==> config.mk <==
export PLATFORM = sky130hd
export DESIGN_NAME = bin_to_bcd_seq
export DESIGN_NICKNAME = d
export VERILOG_FILES = /design/src/rtl/bin_to_bcd_seq.sv
export SDC_FILE = /design/constraint.sdc
export NUM_CORES = 1
export LEC_CHECK = 0
export CORE_UTILIZATION = 48
export CTS_CLUSTER_SIZE = 30
export DETAILED_ROUTE_END_ITERATION = 8
export MAX_ROUTING_LAYER = met4
export PLACE_DENSITY_LB_ADDON = 0.08
export SLEW_MARGIN = 20
export SYNTH_ARGS = -nofsm -noshare
export SYNTH_HDL_FRONTEND = slang
export SYNTH_SLANG_ARGS = --single-unit
==> constraint.sdc <==
create_clock -name clk -period 1.45 [get_ports clk]
set_input_delay 0.3625 -clock clk [delete_from_list [all_inputs] [get_ports clk]]
set_output_delay 0.3625 -clock clk [all_outputs]
set_load 0.005 [all_outputs]
==> src/rtl/bin_to_bcd_seq.sv <==
// Sequential binary-to-BCD converter (double dabble, one bit per clock).
// A single adjust/shift datapath is reused for WIDTH iterations. The result
// is loaded into bcd_out, and done pulses for one cycle, only when a
// conversion completes.
module bin_to_bcd_seq #(
  parameter int unsigned WIDTH  = 16,
  parameter int unsigned DIGITS = 5
) (
  input  logic                  clk,
  input  logic                  reset,
  input  logic                  start,
  input  logic [WIDTH-1:0]      bin_in,
  output logic                  busy,
  output logic                  done,
  output logic [4*DIGITS-1:0]   bcd_out
);

  localparam int unsigned CW = (WIDTH > 1) ? $clog2(WIDTH) : 1;
  localparam int unsigned BW = 4 * DIGITS;
  localparam logic [CW-1:0] LAST = CW'(WIDTH - 1);

  typedef enum logic {
    IDLE,
    SHIFT
  } state_t;

  state_t            state, state_nx;
  logic [WIDTH-1:0]  shreg, shreg_nx;
  logic [BW-1:0]     scratch, scratch_nx;
  logic [CW-1:0]     cnt, cnt_nx;
  logic [BW-1:0]     bcd_nx;
  logic              done_nx;

  logic [BW-1:0]       adj;
  logic [BW+WIDTH-1:0] shifted;

  // Shared datapath: add 3 to every digit >= 5, then shift {scratch, shreg} left by one
  always_comb begin
    adj = scratch;
    for (int unsigned d = 0; d < DIGITS; d++) begin
      if (scratch[4*d +: 4] >= 4'd5)
        adj[4*d +: 4] = scratch[4*d +: 4] + 4'd3;
    end
    shifted = {adj, shreg} << 1;
  end

  // State and datapath registers with synchronous reset
  always_ff @(posedge clk) begin
    if (reset) begin
      state   <= IDLE;
      shreg   <= '0;
      scratch <= '0;
      cnt     <= '0;
      bcd_out <= '0;
      done    <= 1'b0;
    end else begin
      state   <= state_nx;
      shreg   <= shreg_nx;
      scratch <= scratch_nx;
      cnt     <= cnt_nx;
      bcd_out <= bcd_nx;
      done    <= done_nx;
    end
  end

  // Next-state and next-value logic; holds everything by default
  always_comb begin
    state_nx   = state;
    shreg_nx   = shreg;
    scratch_nx = scratch;
    cnt_nx     = cnt;
    bcd_nx     = bcd_out;
    done_nx    = 1'b0;
    unique case (state)
      IDLE: begin
        if (start) begin
          shreg_nx   = bin_in;
          scratch_nx = '0;
          cnt_nx     = '0;
          state_nx   = SHIFT;
        end
      end
      SHIFT: begin
        scratch_nx = shifted[BW+WIDTH-1:WIDTH];
        shreg_nx   = shifted[WIDTH-1:0];
        cnt_nx     = cnt + 1'b1;
        if (cnt == LAST) begin
          // Final iteration: publish the shifted scratch and return the counter to 0
          bcd_nx   = shifted[BW+WIDTH-1:WIDTH];
          done_nx  = 1'b1;
          cnt_nx   = '0;
          state_nx = IDLE;
        end
      end
      default: state_nx = IDLE;
    endcase
  end

  assign busy = (state == SHIFT);

endmodule

== After elaboration in Yosys (flattened, before gate mapping) ==
Index checks and enable logic that the tools add are counted.
Storage, ports and cells
  logic and storage cells: 38
  bits in registers: 62
  output and inout bits: 22
  bits of input ports: 19
Cells by class
  magnitude comparators: 5
  eq/ne operators: 2
  reductions and logical operators: 2
  $add $sub $neg: 6
  bitwise operators: 1
  mux-type cells: 16
Operator list (number)
  $pmux 20 s2: 1
  $pmux 16 s2: 1
  $mux 4: 6
  $ge 4x3->1 const B: 5
  $mux 20: 1
  $add 4x2->4 const B: 4
  $mux 16: 1
  $pmux 4 s2: 1
  $add 4x1->4 const B: 1
  $eq 4x4->1 const B: 1
  $add 3x2->3 const B: 1
  $mux 1: 3
  $mux 3: 1
  $ne 2x2->1 const B: 1
  $pmux 1 s2: 1
  $reduce_and 2->1: 1
  $reduce_or 2->1: 1
  $not 1->1: 1

== Longest topological paths before layout ==
Gate-level depths: netlist of the first run.
  word-level depth: 3
  mapped depth: 7
  depth with buffers taken out: 6

== Worst setup path after synthesis of the first run ==
No wires, ideal clock.
  path kind: register -> register
  start: register cnt[0]
  end: register bcd_out[0]
  arrival: 1.282 ns
  slack: 0.110 ns
  library setup time: 0.059 ns
  required time: 1.391 ns
  cell stages (with the launch flop): 8
  period minus slack after synthesis: 1.340 ns
  buffers on the path: 2
  cells stage by stage: dfxtp_1 ha_1 nand4_1 or2_1 buf_6 clkinv_4 buf_8 a22o_1
On the way
  word-level cells in the longest chain between the ends: 2
RTL lines
  start: declaration: line 30  | logic [CW-1:0] cnt, cnt_nx;
  start signal: assignment: line 60  | cnt <= cnt_nx;
  $eq 4x4->1: line 87  | if (cnt == LAST) begin
  $reduce_and 2->1 (no line)
  end signal: assignment: line 61  | bcd_out <= bcd_nx;
  end: declaration: line 15  | output logic [4*DIGITS-1:0] bcd_out
Every way passes these cells.
A chain may end at the register's enable or synchronous reset.

== Final worst setup path of the first run ==
  start: register scratch[13]
  end: register bcd_out[13]
On the way
  word-level cells in the longest chain between the ends: 2
RTL lines
  start: declaration: line 29  | logic [BW-1:0] scratch, scratch_nx;
  start signal: assignment: line 59  | scratch <= scratch_nx;
  $ge 4x3->1: line 41  | if (scratch[4*d +: 4] >= 4'd5)
  $mux 4: line 41
Every way passes these cells.

==> results of run 1 <==
[area by class of cell]
cell class	count	area, µm²	area share [%]
multi-input cells	209	1460	40.3
flip-flops and latches	62	1260	34.9
repair buffers	67	584	16.2
clock buffers	12	145	4.01
well taps	72	90.1	2.49
inverters	13	53.8	1.49
clock inverters	4	22.5	0.623
[cell usage after synthesis]
cell type	n
a21oi_1	42
nor3_2	1
buf_4	3
clkbuf_1	4
nor2b_1	3
a211oi_1	1
mux2i_1	21
o21ai_0	22
nand3b_1	1
buf_6	1
nand2_1	14
ha_1	11
xnor2_1	5
buf_8	1
nor2_1	34
or2_1	1
nand2b_1	6
nand3_1	6
inv_1	12
clkinv_4	1
nand4_1	2
nor3b_1	15
buf_2	8
nor3_1	2
o211ai_1	1
a22o_1	21
dfxtp_1	62
[final timing paths]
path                                                from  cells after the start  slack [ns]                  endpoint
worst max register to register  scratch[13]$_SDFFE_PP0P_                      7        0.07  bcd_out[13]$_SDFFE_PP0P_
worst min-delay path            bcd_out[12]$_SDFFE_PP0P_                      2        0.45  bcd_out[12]$_SDFFE_PP0P_
worst min register to register  bcd_out[12]$_SDFFE_PP0P_                      2        0.45  bcd_out[12]$_SDFFE_PP0P_
worst max-delay path            scratch[13]$_SDFFE_PP0P_                      7        0.07  bcd_out[13]$_SDFFE_PP0P_
[routing by layer]
layer  part of all wire, %  routed length (µm)  up-vias
met4                   2.0                 113        0
met3                   3.6                 205       10
li1                      -                   -     1179
met1                    48                2710     1004
met2                    47                2670       53
met5                     0                   0        -
[what timing repair did]
item,in CTS,in global routing
resized for setup,38,33
setup endpoints to repair,46,42
pin swaps,1,9
setup buffers,1,0
[cell usage in the layout, fill, tap and decap left out, drive strengths merged]
master,Yosys,layout
mux2i,21,21
clkbuf,4,12
nand3b,1,1
o211ai,1,1
or2,1,1
nand3,6,6
nand2,14,14
o21ai,22,22
nor2,34,34
nor2b,3,3
buf,13,27
xnor2,5,5
a22o,21,21
a211oi,1,1
a21oi,42,42
clkinv,1,4
nor3b,15,15
dfxtp,62,62
clkdlybuf4s50,0,16
dlygate4sd2,0,22
nor3,3,3
clkinvlp,0,1
ha,11,11
nand2b,6,6
dlymetal6s2s,0,2
nand4,2,2
inv,12,12
[kinds of logic (layout without fill, tap and decap cells)]
group                      after synthesis  in the layout  share of synthesized area (%)
muxes                                   21             21                           7.69
AOI/OAI and AO/OA                       87             87                           19.0
xor gates and xnor gates                 5              5                           1.60
DFF                                     62             62                           45.4
adders and majority gates               11             11                           5.03
buffers and inverters                   30             96                           5.76
and+or+nand+nor                         85             85                           15.6
[worst max-delay path, stage by stage, from the launching register on]
cell	delay, ns
dfxtp_2	0.35
inv_2	0.05
ha_2	0.16
nand2b_4	0.15
a21oi_4	0.17
buf_4	0.13
xnor2_1	0.07
a22o_1	0.20
[through the flow]
stage,utilization [%],area [µm²],instances
after detailed placement,60.2,3320,422
after global routing,65.7,3620,439
final,65.7,3620,439
after global placement,60.2,3320,422
after floorplan,-,2740,301
after CTS,63.7,3510,439
[state kept, by name, summed over array words and instances (netlist names)]
name	cells
shreg	16
busy	1
cnt	4
scratch	20
done	1
bcd_out	20
[power breakdown]
| group | internal, mW | total (mW) | switching, mW |
|---|---|---|---|
| clock | 0.659 | 1.30 | 0.636 |
| combinational | 0.127 | 0.260 | 0.133 |
| sequential | 1.74 | 1.76 | 0.0213 |
==> metrics.txt, run 1 <==
core area 5510 µm²; # IOs 41; status finished clean; largest net degree at the start of global routing 31; clk root buf clkbuf_8; crit-path max FO 3; Power, Total 3.31 mW; GR Util met2 32.7%; worst IR drop on VDD 0.000619 V; number of hold buffers added after CTS 0; starting density of the core 49.7%; top achievable clock speed 0.722 GHz; hold_ws 0.446 ns; Crit. End Element flip-flop; Die Span X 77.5 µm; number of max-cap violations 0; fin. max-slew vios 0; Area Growth Syn to Fin 32.2%; synthesized area per cell 9.09 µm²; Yosys cell types 27; NumNets Final 392; Vias/cell 5.12; global-route wire length before repair 9870 µm; grt met3 use 4.71%; via count 2246; TritonCTS clock tree built; Synth area leader dfxtp_1; WL final 5700 µm; post-synthesis sequential area ratio 45.4%; Post-DP HPWL 3950 µm; Synth top area share 45.4%; pre-CTS setup slack -0.494 ns; Longest Clk Path Bufs 2; fin crit share 95.5%; min Tclk post-route 1.38 ns; synthesized cell area 2740 µm²; yosys warns 0; FILL cells 482; Sum Neg Setup Slack 0 ns; setup ws final 0.0655 ns; Ant. Diodes 0; antenna-violating nets left 0; LEAKAGE 1.50 nW; Port Buffer Count 40; Routed WL per cell 13.0 µm; Die ar. 6000 µm²; Syn Inst Count 301; vias in the first global route 2153; critical path type reg -> reg; initial antenna violation count 0; initial DRC count 94; clk_lat worst skew 0.33 ns; Pwr Density 916 nW/µm²; synth top area cells dfxtp_1 (45%), a21oi_1 (7.7%), mux2i_1 (7.7%), a22o_1 (6.7%), ha_1 (5.0%); Synthesized Nets 331; CP required 1.67 ns; worst slew pin tran 0.571 ns; CP arrival 1.60 ns; H-tree Lvls 3; Post-route DRC 0; Slew HR 61.8%; die height 77.5 µm; gp weighted congestion 0.841; Layout Skew 0.00924 ns; met1 Usage GRT 27.3%; first drt pass iteration count 6; CTS Sinks 62; share of layout cells above drive strength 1 22.1%; final hold vios 0; gr ovfl total 0; HP Class reg -> reg; Num CTS Buffers 9; GRT Util Overall 21.7%; clock-pin slew of the registers on the worst-case setup and hold paths 0.07 ns; Worst setup SP type flip-flop; Final setup viols 0; #FFs+latches synth 62; Most Crowded Layer GR met2; Rows 27
Note: power is estimated with default switching activity, not from simulation.
==> inputs of run 2 (changes only) <==
--- a/config.mk
+++ b/config.mk
@@ -8,6 +8,7 @@
 export CORE_UTILIZATION = 48
 export CTS_CLUSTER_SIZE = 30
 export DETAILED_ROUTE_END_ITERATION = 8
+export GPL_ROUTABILITY_DRIVEN = 0
 export MAX_ROUTING_LAYER = met4
 export PLACE_DENSITY_LB_ADDON = 0.08
 export SLEW_MARGIN = 20
==> results of run 2 <==
The final DEF is identical to that of run 1; final timing and power are the same.
==> patch 1 (config.mk and constraints of run 1) <==
Remove the register `done`: a continuous assignment takes its place, so the output `done` follows one clock earlier. Comments in the files are not updated.
--- a/src/rtl/bin_to_bcd_seq.sv
+++ b/src/rtl/bin_to_bcd_seq.sv
@@ -52,16 +52,16 @@
       scratch <= '0;
       cnt     <= '0;
       bcd_out <= '0;
-      done    <= 1'b0;
     end else begin
       state   <= state_nx;
       shreg   <= shreg_nx;
       scratch <= scratch_nx;
       cnt     <= cnt_nx;
       bcd_out <= bcd_nx;
-      done    <= done_nx;
     end
   end
+
+  assign done = done_nx;
 
   // Next-state and next-value logic; holds everything by default
   always_comb begin
Check against the original RTL: no difference found for any inputs over 10 cycles, from zero or initial values and one cycle with reset high; that may be too few to reach the edited logic, so the function may still have changed.
==> patch 1 against run 1 <==
- the flow now finishes with violations (negative setup slack)
- synthesized area fell by 0.41%
- fmax fell by 7.3%
- final area rose by 3.0%
- routed wire length rose by 8.8%
- worst setup slack got worse by 0.11 ns
- hold slack improved by 0.00089 ns
- sequential cell count fell by 1
- power rose by 9.1%
- highest routed layer unchanged
==> patch 1: results (changes against run 1) <==
TritonCTS buffer count 9 (unchanged); Min-Delay Path Class register to register; Routed Antenna Nets 0 (unchanged); vias in the first global route 2,201 (+2.2%); Max Fanout on Critical Path 2 (-1); clk root buf clkbuf_8; worst path arrival time 1.13 ns (-0.47 ns); clk_skew 0.0124 ns (+0.00321 ns); complex-gate fraction of the synthesized area 19.1% (+0.078 points); placed wire-length estimate 3.84 mm (-2.7%); PnR worst setup slack -0.0430 ns (-0.108 ns); Worst Max-Slew Pin Slew 0.654 ns (+0.0823 ns); Slowest-stage cell, CP dfxtp_2; initial drt markers 100 (+6.4%); share of power burned in registers 47.8% (-5.2 points); routed length on met3 209 µm (+2.0%); Post-synth top cells dfxtp_1, a21oi_1, nor2_1; asr flop ratio synth 0% (unchanged); Comb power 0.000288 W (+11%); drt pass-1 iters 4 (-2); proportion of synthesized area in mux cells 7.72% (+0.032 points); Layout Nets 399 (+1.8%); largest net degree at the start of global routing 24 (-23%); Int Pwr 0.00275 W (+8.9%); leak pwr 1.55 nW (+3.8%); Fin Setup TNS -0.0430 ns (-0.0430 ns); Switch Pwr 0.000867 W (+9.6%); Clock Pin Slew Worst Setup and Hold Paths 0.08 ns; register area share after synthesis 44.8% (-0.55 points); WL/cell 13.9 µm (+7.1%); met1 Track Usage GR 24.6% (-2.7 points); violated checks negative setup slack; Largest regs bcd_out: 20 flops, scratch: 20 flops, shreg: 16 flops; status complete, but fails checks; Place WS -0.534 ns (-0.0396 ns); Peak VDD IR 772 µV (+25%); endpoints failing setup 1 (+1); met3 Usage GRT 6.35% (+1.6 points); Worst path max stage delay 0.35 ns (about the same); GP Congestion 0.796 (-5.3%); Post-Route Hold Slack 0.447 ns (+0.000886 ns); post-synthesis xor/xnor area fraction 1.61% (+0.0066 points); clock latency on the worst-skew pair 0.35 ns (+0.02 ns); ranking of synthesized cells by area dfxtp_1, a21oi_1, mux2i_1, a22o_1, ha_1; yosys warns 0 (unchanged); met1 wire length 2.73 mm (+0.66%); met2 GRT Util 37.0% (+4.2 points); metal2 WL 3.15 mm (+18%); vias per cell 5.24 (+2.4%); Post-Syn Nets 330 (-0.30%); flop2flop setup slack 0.01 ns (-0.06 ns); Synth cell types 28 (+3.7%); GRT Overall Usage 22.3% (+0.60 points); area share of fa/ha/maj cells after synthesis 5.05% (+0.021 points); first-pass GRT wire length 10.0 mm (+1.3%); share of cells above drive strength 1 24.6% (+2.5 points); Crit path max-delay family flip-flops; Port Buffer Count 40 (unchanged)
## patch 1: changes by cell type in the layout (fill, tap and decap cells not counted), moves of 3 or more
| cell | change |
|---|---|
| buf_4 | +4 |
| clkinv_2 | -3 |
| dfxtp_1 | -7 |
| dfxtp_2 | +6 |
| inv_1 | +3 |
| inv_2 | -3 |
| o21ai_0 | -3 |
| o21ai_1 | +3 |
## patch 1: final timing paths
path	from	cells past startpoint	end
min	bcd_out[12]$_SDFFE_PP0P_	2	bcd_out[12]$_SDFFE_PP0P_
max	cnt[0]$_SDFFE_PP0P_	3	done
max reg2reg	cnt[0]$_SDFFE_PP0P_	6	bcd_out[14]$_SDFFE_PP0P_
min reg2reg	bcd_out[12]$_SDFFE_PP0P_	2	bcd_out[12]$_SDFFE_PP0P_
## patch 1: per-stage QoR
step	instances	area (µm²)
final	446	3720
after floorplan	300	2720
after global routing	446	3720
after detailed placement	423	3320
after global placement	423	3320
after CTS	444	3610
## patch 1: layout make-up
class	instances	area, µm²
Fill cell	475	1750
Multi-Input combinational cell	212	1480
Sequential cell	61	1250
Timing Repair Buffer	73	646
Clock buffer	12	155
Tap cell	72	90.1
Clock inverter	4	56.3
Inverter	12	45.0
## patch 1: timing repair
item	4_1_cts	5_1_grt
endpoints found under the setup margin	56	36
gates cloned	2	0
setup buffers	3	2
gates resized for setup	61	25
pin swaps	5	10
## patch 1: kinds of logic (layout without fill, tap and decap cells)
logic type               count (synthesis)  after routing
buffers and inverters                   29            101
multiplexers                            21             21
XOR/XNOR                                 5              5
flip-flops                              61             61
AO/OA/AOI/OAI                           87             87
AND/OR/NAND/NOR                         86             88
adder cells (fa/ha/maj)                 11             11
## patch 1: worst min-delay path, stage by stage (launching register included)
cell	delay, ns
dfxtp_2	0.33
nand2_1	0.04
o21ai_0	0.05
==> patch 2 (flow settings as in run 1) <==
Without the edit above. Set the parameter `WIDTH` to 32 (it was 16).
--- a/src/rtl/bin_to_bcd_seq.sv
+++ b/src/rtl/bin_to_bcd_seq.sv
@@ -3,7 +3,7 @@
 // is loaded into bcd_out, and done pulses for one cycle, only when a
 // conversion completes.
 module bin_to_bcd_seq #(
-  parameter int unsigned WIDTH  = 16,
+  parameter int unsigned WIDTH  = 32,
   parameter int unsigned DIGITS = 5
 ) (
   input  logic                  clk,
Interface: changed (resized bin_in); port bits go from 41 to 57. No check against the original RTL was run, so the function may have changed too.
==> patch 2 against run 1 <==
- the run now ends with negative setup slack left
- power is 42% higher
- synthesized area is 30% higher
- worst setup slack worse by 0.14 ns
- global-route usage is 0.24 points higher
- critical path depth is 1 higher
- sequential cell count is 17 higher
- final area is 36% higher
- routed wire length is 37% higher
- critical endpoint is now cnt[3]$_SDFFE_PP0P_
- largest cell class unchanged
- largest power group unchanged
- highest routed layer unchanged
==> patch 2: results (changes against run 1) <==
Peak VDD IR 475 µV (-23%); Post-CTS Setup Bufs 4 (+3); GP Congestion 0.822 (-2.3%); Max Fanout on Critical Path 4 (+1); Place WS -0.0655 ns (+0.428 ns); TritonCTS buffer count 9 (unchanged); ranking of synthesized cells by area dfxtp_1, mux2i_1, nor2_1, a21oi_1, ha_1; Finished Layout Cells 587 (+34%); Comb power 0.000501 W (+93%); placed wire-length estimate 5.24 mm (+33%); worst path arrival time 1.81 ns (+0.21 ns); Fin Setup TNS -0.194 ns (-0.194 ns); placed insts 563 (+33%); first-pass GRT wire length 12.7 mm (+28%); Post-synth top flop dfxtp_1; Slowest-stage cell, CP dfxtp_2; Layout Nets 533 (+36%); initial antenna violation count 0 (unchanged); Mapped Cells 401 (+33%); Worst path max stage delay 0.34 ns; vias 3,047 (+36%); PnR worst setup slack -0.0785 ns (-0.144 ns); Min-Delay Path Class input pin to register; Int Pwr 0.00368 W (+46%); vias in the first global route 2,786 (+29%); share of cells above drive strength 1 23.4% (+1.4 points); Post-Syn Nets 448 (+35%); largest net degree at the start of global routing 51 (+65%); H-tree depth 3 (unchanged); clk root buf clkbuf_8; clk_skew 0.00732 ns (-0.00192 ns); DRT Wirelength 7.81 mm (+37%); Max Root-Sink Buffers 2 (unchanged); Post-synth top cells dfxtp_1, nor2_1, a21oi_1; endpoints failing setup 3 (+3); PostCTS Resize Cnt 45 (+18%); drt pass-1 iters 4 (-2); status complete, but fails checks; fin. max-slew vios 0 (unchanged); Worst Max-Slew Pin Slew 0.350 ns (-0.221 ns); violated checks negative setup slack; placed cell area 4400 µm² (+33%); asr flop ratio synth 0% (unchanged); Pwr Density 960 nW/µm² (+4.8%); Synth cell types 32 (+19%); clock latency on the worst-skew pair 0.34 ns; Post-Route Hold Slack 0.258 ns (-0.188 ns); Clock Power Share 41.4% (+2.3 points); Largest regs shreg: 32 flops, bcd_out: 20 flops, scratch: 20 flops; leak pwr 2.05 nW (+37%); register area share after synthesis 44.6% (-0.75 points); Port Buffer Count 56 (+40%); Crit path max-delay family simple AND/OR/NAND/NOR gates; initial drt markers 81 (-14%); GRT Overall Usage 22.0% (+0.24 points); flop2flop setup slack -0.08 ns (-0.14 ns)
[patch 2: cell count changes after synthesis, sizes merged, moves of 2 or more]
cell,run 1,this run
a21oi,42,56
a22o,21,15
buf,13,23
clkbuf,4,1
dfxtp,62,79
mux2,0,2
mux2i,21,36
nand2,14,20
nor2,34,71
nor2b,3,1
o21ai,22,29
[patch 2: layer usage]
| layer | wire length (µm) | global-route usage, % | up-vias | part of all wire, % |
|---|---|---|---|---|
| li1 | - | - | 1556 | - |
| met5 | 0 | - | - | 0 |
| met3 | 207 | 3.68 | 12 | 2.6 |
| met1 | 3710 | 26.6 | 1427 | 48 |
| met2 | 3750 | 35.8 | 52 | 48 |
| met4 | 140 | 9.84 | 0 | 1.8 |
[patch 2: logic make-up (layout without fill, tap and decap cells)]
family / count (synthesis) / after routing / share of synthesized area [%]
compound gates: 103 / 103 / 16.9
fa+ha+maj: 12 / 12 / 4.24
mux: 38 / 38 / 10.8
flops: 79 / 79 / 44.6
xor+xnor: 5 / 5 / 1.24
simple gates: 128 / 128 / 16.7
buf+inv: 36 / 126 / 5.40
[patch 2: final cells by class]
cell class,count,area [µm²]
clock buffer,13,149
clock inverter,3,90.1
fill,556,2030
inverter,12,52.6
multi-input combinational,286,1980
sequential,79,1610
tap,96,120
timing repair buffer,97,903
timing repair inverter,1,6.26
[patch 2: worst paths after layout]
check	start	end	depth (start not counted)
worst max-delay path	cnt[0]$_SDFFE_PP0P_	cnt[3]$_SDFFE_PP0P_	8
worst min-delay path	reset	scratch[0]$_SDFFE_PP0P_	2
worst min register to register	bcd_out[19]$_SDFFE_PP0P_	bcd_out[19]$_SDFFE_PP0P_	2
worst max register to register	cnt[0]$_SDFFE_PP0P_	cnt[3]$_SDFFE_PP0P_	8
